==> src/rtl/uart_tx_arbiter_if.sv <==
// Bundles the byte-source handshake and UART transmitter pins of uart_tx_arbiter.
// master = arbiter side, slave = sources/transmitter side.
interface uart_tx_arbiter_if #(
  parameter int unsigned NREQ = 4,
  parameter int unsigned IDW  = 2
);
  logic [NREQ-1:0]   req_valid;
  logic [8*NREQ-1:0] req_data;
  logic [NREQ-1:0]   req_ready;
  logic              tx_start;
  logic [7:0]        tx_data;
  logic              tx_ready;
  logic              busy;
  logic [IDW-1:0]    grant_id;
  logic              frame_done;

  modport master (
    input  req_valid, req_data, tx_ready,
    output req_ready, tx_start, tx_data, busy, grant_id, frame_done
  );

  modport slave (
    output req_valid, req_data, tx_ready,
    input  req_ready, tx_start, tx_data, busy, grant_id, frame_done
  );
endinterface

==> src/rtl/uart_tx_arbiter.sv <==
// Round-robin arbiter sharing one UART transmitter among NREQ byte sources.
// Optional UART_ARB_TAG_EN: prefix a tag byte (TAG_BASE|id) whenever the source changes.
module uart_tx_arbiter #(
  parameter int unsigned NREQ     = 4,
  parameter int unsigned IDW      = 2,
  parameter logic [7:0]  TAG_BASE = 8'hF0
) (
  input logic               clk,
  input logic               rst,
  uart_tx_arbiter_if.master bus
);
  localparam logic [1:0] StIdle     = 2'd0;
  localparam logic [1:0] StIssue    = 2'd1;
  localparam logic [1:0] StWaitBusy = 2'd2;
  localparam logic [1:0] StWaitDone = 2'd3;

  logic [1:0]     state_q, state_d;
  logic [IDW-1:0] ptr_q, gid_q, sel_id, ptr_nxt, cand;
  logic [7:0]     buf_q, sel_data;
  logic           found, grant, pend;
  int unsigned    slot;

  // First valid source at or after ptr, wrapping modulo NREQ.
  always_comb begin
    found    = 1'b0;
    sel_id   = '0;
    sel_data = '0;
    slot     = 0;
    cand     = '0;
    for (int unsigned k = 0; k < NREQ; k++) begin
      slot = 32'(ptr_q) + k;
      if (slot >= NREQ) slot = slot - NREQ;
      cand = slot[IDW-1:0];
      if (!found && bus.req_valid[cand]) begin
        found    = 1'b1;
        sel_id   = cand;
        sel_data = bus.req_data[{cand, 3'b000} +: 8];
      end
    end
  end

  assign ptr_nxt = (32'(sel_id) == NREQ - 1) ? '0 : sel_id + IDW'(1);
  assign grant   = !rst && (state_q == StIdle) && bus.tx_ready && found;

`ifdef UART_ARB_TAG_EN
  logic [IDW-1:0] last_id_q;
  logic           last_valid_q, pend_q, need_tag;
  logic [7:0]     data_q;

  assign need_tag = !last_valid_q || (last_id_q != sel_id);
  assign pend     = pend_q;
`else
  assign pend = 1'b0;
`endif

  always_comb begin
    state_d = state_q;
    unique case (state_q)
      StIdle:     if (grant) state_d = StIssue;
      StIssue:    state_d = StWaitBusy;
      StWaitBusy: if (!bus.tx_ready) state_d = StWaitDone;
      StWaitDone: if (bus.tx_ready) state_d = pend ? StIssue : StIdle;
      default:    state_d = StIdle;
    endcase
  end

  always_ff @(posedge clk or posedge rst) begin
    if (rst) begin
      state_q <= StIdle;
      ptr_q   <= '0;
      gid_q   <= '0;
      buf_q   <= '0;
`ifdef UART_ARB_TAG_EN
      last_id_q    <= '0;
      last_valid_q <= 1'b0;
      pend_q       <= 1'b0;
      data_q       <= '0;
`endif
    end else begin
      state_q <= state_d;
      if (grant) begin
        gid_q <= sel_id;
        ptr_q <= ptr_nxt;
`ifdef UART_ARB_TAG_EN
        last_id_q    <= sel_id;
        last_valid_q <= 1'b1;
        if (need_tag) begin
          buf_q  <= TAG_BASE | 8'(sel_id);
          data_q <= sel_data;
          pend_q <= 1'b1;
        end else begin
          buf_q <= sel_data;
        end
`else
        buf_q <= sel_data;
`endif
      end
`ifdef UART_ARB_TAG_EN
      // Tag frame finished: the held data byte goes out without revisiting IDLE.
      if ((state_q == StWaitDone) && bus.tx_ready && pend_q) begin
        buf_q  <= data_q;
        pend_q <= 1'b0;
      end
`endif
    end
  end

  always_comb begin
    bus.req_ready  = grant ? (NREQ'(1) << sel_id) : '0;
    bus.tx_start   = (state_q == StIssue);
    bus.tx_data    = (state_q == StIssue) ? buf_q : 8'h00;
    bus.busy       = (state_q != StIdle);
    bus.grant_id   = gid_q;
    bus.frame_done = (state_q == StWaitDone) && bus.tx_ready && !pend;
  end
endmodule
==> src/flat_wrapper.sv <==
// flat-port wrapper written by rule: the top's interface ports become plain ports
module uart_tx_arbiter_flat 
#(
  parameter int unsigned NREQ     = 4,
  parameter int unsigned IDW      = 2,
  parameter logic [7:0]  TAG_BASE = 8'hF0
)
  (clk, rst, bus_req_valid, bus_req_data, bus_tx_ready, bus_req_ready, bus_tx_start, bus_tx_data, bus_busy, bus_grant_id, bus_frame_done);
  uart_tx_arbiter_if #(.NREQ(NREQ), .IDW(IDW)) bus_i ();
  input logic clk;
  input logic rst;
  input wire logic [$bits(bus_i.req_valid)-1:0] bus_req_valid;
  input wire logic [$bits(bus_i.req_data)-1:0] bus_req_data;
  input wire logic [$bits(bus_i.tx_ready)-1:0] bus_tx_ready;
  output wire logic [$bits(bus_i.req_ready)-1:0] bus_req_ready;
  output wire logic [$bits(bus_i.tx_start)-1:0] bus_tx_start;
  output wire logic [$bits(bus_i.tx_data)-1:0] bus_tx_data;
  output wire logic [$bits(bus_i.busy)-1:0] bus_busy;
  output wire logic [$bits(bus_i.grant_id)-1:0] bus_grant_id;
  output wire logic [$bits(bus_i.frame_done)-1:0] bus_frame_done;
  assign bus_i.req_valid = bus_req_valid;
  assign bus_i.req_data = bus_req_data;
  assign bus_i.tx_ready = bus_tx_ready;
  assign bus_req_ready = bus_i.req_ready;
  assign bus_tx_start = bus_i.tx_start;
  assign bus_tx_data = bus_i.tx_data;
  assign bus_busy = bus_i.busy;
  assign bus_grant_id = bus_i.grant_id;
  assign bus_frame_done = bus_i.frame_done;
  uart_tx_arbiter #(.NREQ(NREQ), .IDW(IDW), .TAG_BASE(TAG_BASE)) u_core (.clk(clk), .rst(rst), .bus(bus_i));
endmodule
==> config.mk <==
export PLATFORM = sky130hd
export DESIGN_NAME = uart_tx_arbiter_flat
export DESIGN_NICKNAME = d
export VERILOG_FILES = /design/src/rtl/uart_tx_arbiter_if.sv /design/src/rtl/uart_tx_arbiter.sv /design/src/flat_wrapper.sv
export SDC_FILE = /design/constraint.sdc
export NUM_CORES = 1
export LEC_CHECK = 0
export ABC_AREA = 1
export ABC_CLOCK_PERIOD_IN_PS = 1750
export CORE_MARGIN = 3
export CORE_UTILIZATION = 50
export DETAILED_ROUTE_END_ITERATION = 6
export GPL_ROUTABILITY_DRIVEN = 0
export PLACE_DENSITY = 0.88
export SETUP_SLACK_MARGIN = 0.2
export SLEW_MARGIN = 40
export SYNTH_ARGS = -nofsm -noshare
export SYNTH_HDL_FRONTEND = slang
export SYNTH_SLANG_ARGS = --single-unit
==> constraint.sdc <==
create_clock -name clk -period 1.75 [get_ports clk]
set_input_delay 0.175 -clock clk [delete_from_list [all_inputs] [get_ports clk]]
set_output_delay 0.175 -clock clk [all_outputs]
set_load 0.02 [all_outputs]
## Word level (Yosys, flattened, before mapping)

Index checks and enable logic that the tools add are counted.

- Register bits after elaboration: 14
- Output and inout bits: 17
- Word-level logic and storage cells: 77
- Input port bits: 39

- Magnitude comparators: 8
- Eq/ne operators: 7
- Muxes and demuxes: 31
- Shift-type cells: 5
- $add $sub $neg: 8
- Reduce and logical (&&, ||, !) cells: 14

Operator list:

| operator | number |
|---|---|
| $shiftx 32x6->8 | 4 |
| $mux 8 | 5 |
| $mux 2 | 12 |
| $lt 2x3->1 const B | 4 |
| $ge 3x3->1 const B | 3 |
| $bmux 1 s2 | 4 |
| $mux 1 | 8 |
| $pmux 2 s4 | 1 |
| $sub 2x1->2 const B | 4 |
| $logic_and 1x1->1 | 7 |
| $add 2x2->3 const B | 2 |
| $eq 2x2->1 const B | 3 |
| $logic_not 1->1 | 4 |
| $mux 4 | 1 |
| $ne 2x2->1 const B | 2 |
| $shl 1x2->4 const A | 1 |
| $add 2x1->3 const B | 1 |
| $ge 2x3->1 const B | 1 |
| $reduce_and 3->1 | 1 |
| $add 2x1->2 const B | 1 |
| $eq 2x1->1 const B | 1 |
| $logic_not 2->1 | 1 |
| $ne 2x1->1 const B | 1 |
| $reduce_bool 2->1 | 1 |

## Logic depth before layout (Yosys ltp)

Gate-level depths: netlist (run 1).

- Depth in word-level cells: 17
- Gate-level depth with buffers: 13
- Depth with buffers taken out: 12

## Least setup slack after synthesis (run 1)

Ideal clock, no wire load.

- Kind: register -> output
- From: reg u_core.ptr_q[0]
- To: out bus_req_ready[3]
- Data arrival time: 1.635 ns
- Cell stages (with the launch flop): 14
- Slack: -0.060 ns
- Cells stage by stage: dfrtp_1 -> buf_6 -> inv_8 -> nand2_1 -> nand2_4 -> nand2_4 -> nand2_4 -> buf_6 -> o21ai_1 -> nand2_1 -> nand2_2 -> nor2_2 -> inv_1 -> nor2_1

- Word-level cells in the longest chain between the ends: 16

RTL lines:

| element | line | RTL |
|---|---|---|
| start, declared | uart_tx_arbiter.sv:18 | `logic [IDW-1:0] ptr_q, gid_q, sel_id, ptr_nxt, cand;` |
| start signal, assigned | uart_tx_arbiter.sv:83 | `ptr_q <= ptr_nxt;` |
| parallel branches: the longest is 15 deep, another holds $add 2x1->3 | n/a |  |
| $mux 4 (*) | uart_tx_arbiter.sv:109 | `bus.req_ready = grant ? (NREQ'(1) << sel_id) : '0;` |
| end, declared | flat_wrapper.sv:15 | `output wire logic [$bits(bus_i.req_ready)-1:0] bus_req_ready;` |

Every way passes the cells marked *. The select of a mux whose other input is x is not followed.

## Final worst setup path (run 1)

- From: reg u_core.ptr_q[0]
- To: out bus_req_ready[1]

Same word-level chain as after synthesis.

==> reports/qor.csv, run 1 <==
stage,metric,value,unit
outcome,status,"complete, but fails checks",
outcome,violations,negative setup slack,
routing,drtPass1Iterations,5,
sta,max_freq,0.4853,GHz
clock_network,tritoncts,built,
sta,slew_headroom,74.57,%
power,power_density,1902,nW/um2
sta,tightest_slew,0.3775,ns
critical_path,end_kind,output port,
power,combPwrFrac,85.0,%
sta,drv_slew,0,
place,dpl_cell_area,2907,um2
routing,routed-via-count,2794,
floorplanning,dieArea,5103,um2
clock_network,clk_pin_slew,0.06,ns
routing,routed_wl,7092,um
global_routing,grt_max_degree,33,
sta,period_share,117.7,%
power,vdd_drop_max,1.396,mV
cells_and_area,antenna_cells,0,
cells_and_area,final_cell_mix,"nand2_1 (185), clkdlybuf4s50_1 (40), o21ai_0 (33)",
synthesis,synth-seq-cells,14,
synthesis,syn_inst,392,
floorplanning,coreArea,4058,um2
clock_network,root_buffer,clkbuf_8,
critical_path,cp.required,1.57,ns
floorplanning,initial_utilization,52.76,%
routing,via_per_inst,5.322,
floorplanning,die_w,71.44,um
sta,timing_hold_violations_final,0,
cells_and_area,area_growth,52.48,%
power,p_clk_share,4.4,%
synthesis,yosysSeqAreaShare,16.36,%
place,dp_slack,-0.6102,ns
global_routing,grt_pass1_wl,10210,um
power,sequentialPowerShare,10.6,%
sta,setup_viol,18,
cells_and_area,fin_util,80.45,%
clock_network,ctsHoldBuffers,0,
synthesis,synth-warning-count,0,
routing,drt_iter0_drc,194,
cells_and_area,nets,521,
routing,wl_per_cell,13.51,um
floorplanning,row_count,23,
clock_network,clkLatencyLatePin,0.25,ns
critical_path,cp_max_fo,8,
power,p_switching,3453,uW
sta,fin_tns_setup,-3.606,ns
power,total_power,6209,uW
global_routing,grtUsageTotal,24.17,%
critical_path,cp-start-kind,register,
sta,fin_skew,0.001223,ns
critical_path,path_class,register to output port,
place,port_buffers,55,
synthesis,syn_nets,436,
global_routing,antenna_found_initial,0,
hold_path,holdCritPathClass,input port to async pin,
synthesis,synth.avg_cell_area,5.461,um2
power,intPower,2756,uW
clock_network,numCtsBuffers,3,
global_routing,overflow,0,
floorplanning,die_y,71.44,um
synthesis,synth_area,2141,um2
sta,rsz0062_at_grt,true,
critical_path,crit_arrival,1.89,ns
clock_network,htreeDepth,1,
clock_network,clk_path_buf_depth,2,
floorplanning,ios,56,
power,power.leakage,0.001767,uW
flow_run,cap_violations,0,
global_routing,grt_pass1_vias,2523,
routing,drc,0,
sta,setup_slack,-0.3105,ns
clock_network,clock_sinks,14,
cells_and_area,drive_gt1_share,29.26,%
synthesis,yosysUniqueCellTypes,26,
power,p_sw_share,55.61,%
sta,fin_crit,2.060,ns
routing,ant_nets,0,
place,dpl.hpwl,4774,um
cells_and_area,final_design_area_no_fill,3264,um2
cells_and_area,final_common_cell,nand2_1,
==> worst max-delay path, cell delays in order (launching register included) <==
cell	delay (ns)
dfrtp_2	0.44
buf_12	0.16
inv_12	0.07
nand2_4	0.05
nand3_4	0.09
nand2_4	0.07
nor2_4	0.18
nand3_2	0.12
nand3_4	0.11
inv_4	0.06
nand2_2	0.10
inv_2	0.04
buf_6	0.12
==> path summary, 6_finish.rpt <==
kind	from	endpoint	slack, ns	depth (start not counted)
max reg2reg	u_core.ptr_q[0]	u_core.state_q[1]	-0.26	14
max in group asynchronous	rst	u_core.ptr_q[1]	1.25	3
max	u_core.ptr_q[0]	bus_req_ready[1]	-0.31	12
min	rst	u_core.buf_q[6]	0.30	3
min reg2reg	u_core.bus.grant_id[1]	u_core.bus.grant_id[1]	0.50	2
min in group clk	u_core.bus.grant_id[1]	u_core.bus.grant_id[1]	0.50	2
==> routing by layer <==
metal | up-vias | wire, um | GRT usage [%]
met5 | - | 0 | 0
met4 | 0 | 263 | 9.603
met3 | 26 | 453 | 4.208
met2 | 121 | 3843 | 45.20
met1 | 1267 | 2531 | 26.76
li1 | 1380 | - | -
==> area by class of cell <==
cell class	instances	area [um2]
clock buffers	3	41.29
fillers	282	793.3
flip-flops and latches	14	352.8
multi-input cells	315	1664
repair buffers	99	955.9
repair inverters	1	8.758
well taps	50	62.56
inverters	43	178.9
==> cells by family (layout without fill, tap and decap cells) <==
family                     Yosys count  count (layout)  synth area share, %
AOI/OAI and AO/OA                   60              60                15.08
and+or+nand+nor                    249             249                50.56
DFF                                 14              14                16.36
buffers and inverters               63             146                14.61
adders and majority gates            5               5                2.922
muxes                                1               1               0.4676
==> per-stage QoR <==
step / hold slack [ns] / cells
finish: 0.3029 / 525
global route: 0.3419 / 525
CTS: 0.2957 / 515
detailed placement: 0.4748 / 509
global placement: 0.4857 / 509
floorplan: 0.07224 / 392
==> state kept, by name (all words and copies together), names as in the netlist <==
| register | count |
|---|---|
| u_core.buf_q | 8 |
| u_core.bus.grant_id | 2 |
| u_core.ptr_q | 2 |
| u_core.state_q | 2 |
==> power by group through the flow <==
stage | clock network [uW] | registers [uW] | logic [uW]
detailed placement | 0 | 624 | 4500
floorplan | 0 | 635 | 3200
global placement | 0 | 615 | 4370
finish | 273 | 656 | 5280
CTS | 274 | 626 | 4700
global route | 287 | 670 | 5740
==> cell usage after synthesis, drive strengths merged <==
library cell  number  share of area (%)
nand2            209                 39
inv               43                7.9
o21ai             35                8.4
a21oi             25                6.7
nand3             21                5.4
buf               17                6.2
nor2              16                4.8
dfrtp             14                 16
ha                 5                2.9
clkbuf             3               0.53
nor3               2                1.2
mux2i              1               0.47
or2                1               0.29
==> what timing repair did <==
item,4_1_cts,5_1_grt
setup endpoints to repair,29,27
resized for setup,72,60
buffers inserted,3,7
pin swaps,5,13
cloned,0,3
hold endpoints to repair,0,0
Power figures use the tool's default switching activity.
==> run 2, diff against run 1 <==
--- a/config.mk
+++ b/config.mk
@@ -7,11 +7,13 @@
 export LEC_CHECK = 0
 export ABC_AREA = 1
 export ABC_CLOCK_PERIOD_IN_PS = 1750
+export CORE_ASPECT_RATIO = 1.2
 export CORE_MARGIN = 3
-export CORE_UTILIZATION = 50
+export CORE_UTILIZATION = 51
+export CTS_BUF_LIST = sky130_fd_sc_hd__clkbuf_8
 export DETAILED_ROUTE_END_ITERATION = 6
 export GPL_ROUTABILITY_DRIVEN = 0
-export PLACE_DENSITY = 0.88
+export PLACE_DENSITY = 0.89
 export SETUP_SLACK_MARGIN = 0.2
 export SLEW_MARGIN = 40
 export SYNTH_ARGS = -nofsm -noshare
==> reports/qor.csv, run 2 (synthesis gave the netlist of run 1 again) <==
stage,metric,value,unit,change
outcome,status,"complete, but fails checks",,
outcome,violations,negative setup slack,,
clock_network,clk_path_buf_depth,2,,unchanged
critical_path,crit_buf_inv,4,,-1
routing,wl_per_cell,15.11,um,+12%
global_routing,use_met3,3.660,%,-0.55 points
floorplanning,die_y,76.98,um,+7.8%
cells_and_area,regMostFlops,u_core.buf_q,,
flow_run,cap_violations,0,,unchanged
cells_and_area,antenna_cells,0,,unchanged
sta,period_share,123.6,%,+5.9 points
cells_and_area,drive_gt1_share,32.92,%,+3.7 points
critical_path,path_class,register to output port,,
global_routing,overflow,0,,unchanged
sta,tightest_slew,0.3747,ns,-0.002817 ns
global_routing,use_met1,28.09,%,+1.3 points
cells_and_area,final_cell_mix,"nand2_1 (183), clkdlybuf4s50_1 (40), buf_4 (39)",,
critical_path,path_delay_family,simple AND/OR/NAND/NOR gates,,
floorplanning,die_w,65.15,um,-8.8%
sta,fin_skew,0.0006334,ns,-0.0005897 ns
routing,via_per_inst,5.449,,+2.4%
power,power_density,2017,nW/um2,+6.1%
routing,routed-via-count,2910,,+4.2%
floorplanning,initial_utilization,53.47,%,+0.71 points
sta,setup_slack,-0.4130,ns,-0.1026 ns
routing,drc,0,,unchanged
critical_path,reg2reg_slack,-0.13,ns,+0.13 ns
global_routing,grtUsageTotal,27.00,%,+2.8 points
critical_path,reg2regPathDepth,12,,-2
critical_path,cp_max_fo,7,,-1
global_routing,busiest_layer,met2,,
floorplanning,dieArea,5015,um2,-1.7%
routing,drtPass1Iterations,5,,unchanged
hold_path,holdCritPathClass,input port to async pin,,
clock_network,root_buffer,clkbuf_8,,
global_routing,grt_util_met2,53.63,%,+8.4 points
cells_and_area,area_growth,56.81,%,
power,vdd_drop_max,1.756,mV,+26%
place,dpl_cell_area,2897,um2,-0.34%
routing,ant_nets,0,,unchanged
sta,timing_hold_violations_final,0,,unchanged
place,dpl.hpwl,4786,um,+0.23%
global_routing,grt_max_degree,33,,unchanged
routing,drt_iter0_drc,281,,+45%
critical_path,cp_slowest_cell,dfrtp_2,,
cells_and_area,final_design_area_no_fill,3357,um2,+2.8%
routing,routed_wl,8069,um,+14%
cells_and_area,final_common_cell,nand2_1,,
global_routing,grt_pass1_vias,2634,,+4.4%
cells_and_area,nets,525,,+0.77%
clock_network,clock_sinks,14,,unchanged
critical_path,cp.required,1.57,ns,about the same
critical_path,worstPathCellList,buf_12 -> inv_8 -> nand2_1 -> nand2_1 -> nand2_1 -> nand2_1 -> a21oi_2 -> nand2_1 -> nand2_2 -> inv_2 -> nor3_4 -> buf_6,,
critical_path,cp-start-kind,register,,
floorplanning,ios,56,,unchanged
critical_path,end_kind,output port,,
critical_path,crit_arrival,1.99,ns,+0.10 ns
clock_network,clkLatencyLatePin,0.25,ns,about the same
critical_path,cpMostUsedCell,nand2_1,,
sta,fin_crit,2.163,ns,+0.1026 ns
critical_path,r2r_end,u_core.buf_q[7],,
power,power.leakage,0.001799,uW,+1.8%
global_routing,grt_pass1_wl,10990,um,+7.6%
sta,timing.hold.ws,0.2711,ns,-0.03182 ns
sta,max_freq,0.4623,GHz,-4.7%
sta,slew_headroom,74.31,%,-0.26 points
floorplanning,coreArea,4004,um2,-1.3%
clock_network,numCtsBuffers,3,,unchanged
sta,rsz0062_at_grt,true,,
place,port_buffers,55,,unchanged
clock_network,clk_pin_slew,0.06,ns,about the same
global_routing,antenna_found_initial,0,,unchanged
sta,drv_slew,0,,unchanged
critical_path,r2r_start,u_core.ptr_q[0],,
cells_and_area,largest_reg_flops,8,,unchanged
clock_network,htreeDepth,1,,unchanged
critical_path,crit_cells,12,,unchanged
floorplanning,row_count,25,,+8.7%
critical_path,slowest_delay,0.42,ns,-0.02 ns
sta,setup_viol,16,,-2
clock_network,tritoncts,built,,
-- run 2: cell types whose count changed in the layout (fill, tap and decap cells not counted), sizes merged --
| cell | delta |
|---|---|
| buf | +6 |
| clkdlybuf4s15 | -1 |
-- run 2: layout make-up --
class                           instances  area (um2)
Multi-Input combinational cell        315        1707
Timing Repair Buffer                  103       989.7
Fill cell                             257       646.9
Sequential cell                        14       352.8
Inverter                               43       173.9
Tap cell                               54       67.56
Clock buffer                            4       55.05
Timing Repair inverter                  1       11.26
-- run 2: worst max-delay path by stage --
stage,slack (ns),to,from
after floorplan,0.06,bus_req_ready[0],u_core.ptr_q[0]
after global placement,-0.54,bus_req_ready[1],bus_req_valid[1]
after detailed placement,-0.62,bus_req_ready[1],bus_req_valid[2]
after CTS,-0.25,bus_req_ready[1],u_core.ptr_q[1]
after global routing,-0.47,bus_req_ready[0],u_core.ptr_q[0]
final,-0.41,bus_req_ready[0],u_core.ptr_q[0]
-- run 2: report_power, final --
part / internal (uW) / switching, uW / leakage (uW)
clock: 199 / 114 / 0.0000288
combinational: 2330 / 3460 / 0.00161
sequential: 495 / 171 / 0.000163
-- run 2: worst reg2reg max path: stages (launching register included) --
cell and delay (ns):
dfrtp_2 0.42, buf_12 0.17, inv_8 0.05, nand2_1 0.09
nand2_1 0.12, nor2_2 0.15, nor2_2 0.07, nand3_2 0.09
nand2_4 0.08, buf_4 0.16, buf_8 0.14, a21oi_1 0.15
a21oi_1 0.08
-- run 2: repair_timing --
action	in CTS	in global routing
cloned	0	2
pin swaps	7	14
gates resized for setup	100	65
endpoints found under the setup margin	29	29
setup buffers	10	7
hold buffers	0	0
-- run 2: through the flow --
stage	setup slack (ns)	total power, uW	util (%)	instances	setup TNS (ns)
after floorplan	0.06445	3838	-	392	0
after global placement	-0.5354	4939	72.34	511	-3.025
after detailed placement	-0.6246	5066	72.34	511	-4.514
after CTS	-0.2476	5734	76.91	525	-0.9247
after global routing	-0.4685	7247	83.84	534	-3.966
final	-0.4130	6773	83.84	534	-2.630
-- run 2: routing by layer --
layer / vias up / share of wire, %
met3: 51 / 5.9
met5: - / 0
li1: 1386 / -
met1: 1311 / 34
met2: 162 / 55
met4: 0 / 5.0
==> run 3, diff against run 2 <==
--- a/config.mk
+++ b/config.mk
@@ -6,14 +6,13 @@
 export NUM_CORES = 1
 export LEC_CHECK = 0
 export ABC_AREA = 1
-export ABC_CLOCK_PERIOD_IN_PS = 1750
 export CORE_ASPECT_RATIO = 1.2
 export CORE_MARGIN = 3
-export CORE_UTILIZATION = 51
-export CTS_BUF_LIST = sky130_fd_sc_hd__clkbuf_8
+export CORE_UTILIZATION = 50
+export CTS_BUF_LIST = sky130_fd_sc_hd__clkbuf_4 sky130_fd_sc_hd__clkbuf_8 sky130_fd_sc_hd__clkbuf_16
 export DETAILED_ROUTE_END_ITERATION = 6
 export GPL_ROUTABILITY_DRIVEN = 0
-export PLACE_DENSITY = 0.89
+export PLACE_DENSITY = 0.88
 export SETUP_SLACK_MARGIN = 0.2
 export SLEW_MARGIN = 40
 export SYNTH_ARGS = -nofsm -noshare
==> reports/qor.csv, run 3 (synthesis gave the netlist of run 1 again) <==
stage,metric,value,unit,change
sta,setup_slack,-0.3914,ns,+0.02165 ns
cells_and_area,final_common_cell,nand2_1,,
global_routing,overflow,0,,unchanged
routing,drtPass1Iterations,4,,-1
critical_path,cp-start-kind,register,,
sta,drv_slew,0,,unchanged
sta,rsz0062_at_grt,true,,
clock_network,clk_pin_slew,0.06,ns,about the same
critical_path,cp_max_fo,7,,unchanged
sta,fin_tns_setup,-4.465,ns,-1.835 ns
sta,setup_viol,18,,+2
clock_network,clock_sinks,14,,unchanged
power,p_switching,3764,uW,+0.55%
hold_path,holdCritPathClass,input port to async pin,,
routing,drc,0,,unchanged
routing,ant_nets,0,,unchanged
place,dpl.hpwl,4821,um,+0.74%
cells_and_area,fin_util,84.43,%,+0.59 points
sta,fin_crit,2.141,ns,-0.02165 ns
critical_path,cp.required,1.57,ns,about the same
floorplanning,dieArea,5106,um2,+1.8%
floorplanning,coreArea,4035,um2,+0.78%
cells_and_area,area_growth,59.15,%,
outcome,status,"complete, but fails checks",,
clock_network,clk_path_buf_depth,2,,unchanged
floorplanning,row_count,25,,unchanged
global_routing,grt_pass1_vias,2590,,-1.7%
critical_path,end_kind,output port,,
floorplanning,ios,56,,unchanged
clock_network,numCtsBuffers,3,,unchanged
routing,routed-via-count,2820,,-3.1%
sta,timing_hold_violations_final,0,,unchanged
floorplanning,initial_utilization,53.05,%,-0.41 points
flow_run,cap_violations,0,,unchanged
clock_network,clkLatencyLatePin,0.25,ns,about the same
critical_path,path_class,register to output port,,
clock_network,htreeDepth,1,,unchanged
sta,period_share,122.4,%,-1.2 points
power,vdd_drop_max,1.633,mV,-7.0%
global_routing,grtUsageTotal,26.77,%,-0.22 points
outcome,violations,negative setup slack,,
sta,fin_skew,0.004613,ns,+0.003980 ns
cells_and_area,drive_gt1_share,34.73,%,+1.8 points
critical_path,reg2reg_slack,-0.31,ns,-0.18 ns
routing,via_per_inst,5.301,,-2.7%
place,place_inst,514,,+0.59%
sta,tightest_slew,0.3695,ns,-0.005176 ns
cells_and_area,nets,523,,-0.38%
clock_network,ctsHoldBuffers,0,,unchanged
power,power_density,1992,nW/um2,-1.2%
cells_and_area,final_design_area_no_fill,3407,um2,+1.5%
place,dpl_cell_area,2919,um2,+0.78%
clock_network,root_buffer,clkbuf_8,,
power,power.leakage,0.001815,uW,+0.90%
clock_network,tritoncts,built,,
power,p_clk_share,4.6,%,about the same
sta,max_freq,0.4670,GHz,+1.0%
floorplanning,die_w,65.73,um,+0.90%
critical_path,crit_arrival,1.97,ns,-0.02 ns
routing,wl_per_cell,14.34,um,-5.1%
global_routing,grt_max_degree,33,,unchanged
power,sequentialPowerShare,10.3,%,+0.5 points
global_routing,grt_pass1_wl,10920,um,-0.63%
cells_and_area,final_cell_mix,"nand2_1 (175), clkdlybuf4s50_1 (40), buf_4 (37)",,
routing,drt_iter0_drc,157,,-44%
routing,routed_wl,7629,um,-5.5%
power,p_sw_share,55.46,%,+0.18 points
sta,slew_headroom,75.11,%,+0.80 points
floorplanning,die_y,77.68,um,+0.92%
cells_and_area,largest_reg_flops,8,,unchanged
power,intPower,3024,uW,-0.18%
cells_and_area,layout.cells.non_filler,532,,-0.37%
power,combPwrFrac,85.1,%,-0.4 points
cells_and_area,antenna_cells,0,,unchanged
sta,timing.hold.ws,0.2896,ns,+0.01854 ns
global_routing,antenna_found_initial,0,,unchanged
place,port_buffers,55,,unchanged
cells_and_area,regMostFlops,u_core.buf_q,,
[run 3: changes by cell type in the layout (fill, tap and decap cells not counted), sizes merged]
cell | previous run | this run
clkbuf | 7 | 6
buf | 60 | 59
[run 3: worst max-delay path, cell delays in order (launching register included)]
cell and delay, ns:
dfrtp_2 0.43, buf_12 0.17, inv_12 0.05, nand2_2 0.07, nand2_4 0.07, nand2_4 0.08, nand2_4 0.09, nor2_4 0.15
nand2_1 0.13, nand3_4 0.14, inv_2 0.07, nand2_2 0.07, inv_2 0.03, buf_4 0.15
[run 3: layout make-up]
class                           instances  area, um2
Sequential cell                        14      351.6
Tap cell                               54      67.56
Timing Repair Buffer                  101      975.9
Clock buffer                            4      55.05
Multi-Input combinational cell        315       1767
Fill cell                             234      628.1
Timing Repair inverter                  1      11.26
Inverter                               43      178.9
[run 3: path summary, 6_finish.rpt]
path                            cells after the start                endpoint                    from
worst max-delay path                               13        bus_req_ready[1]         u_core.ptr_q[0]
worst min-delay path                                3         u_core.buf_q[2]                     rst
worst max register to register                     16       u_core.state_q[0]         u_core.ptr_q[0]
worst min register to register                      2  u_core.bus.grant_id[0]  u_core.bus.grant_id[0]
max in group asynchronous                           3         u_core.ptr_q[0]                     rst
min in group clk                                    2  u_core.bus.grant_id[0]  u_core.bus.grant_id[0]
[run 3: layer usage]
layer	wire length (um)	vias up	global-route usage [%]
li1	-	1381	-
met1	2643	1306	27.00
met2	4416	108	54.86
met3	300	25	3.907
met4	269	0	5.809
met5	0	-	0
[run 3: timing repair]
item                                    in CTS  in global routing
gates cloned                                 0                  2
resized for setup                           91                 83
endpoints found under the setup margin      29                 28
pin swaps                                    8                 12
buffers inserted                             7                  5
[run 3: stage by stage]
stage	power (uW)	worst slack, ns
detailed placement	5110	-0.6274
finish	6788	-0.3914
global placement	4952	-0.5336
global route	7323	-0.4573
CTS	5716	-0.2452
floorplan	3838	0.06445
[run 3: power by group through the flow]
| stage | combinational [uW] | clock, uW | sequential, uW |
|---|---|---|---|
| floorplan | 3200 | 0 | 635 |
| global placement | 4330 | 0 | 620 |
| detailed placement | 4480 | 0 | 628 |
| CTS | 4770 | 316 | 626 |
| global route | 6280 | 334 | 709 |
| finish | 5770 | 315 | 698 |
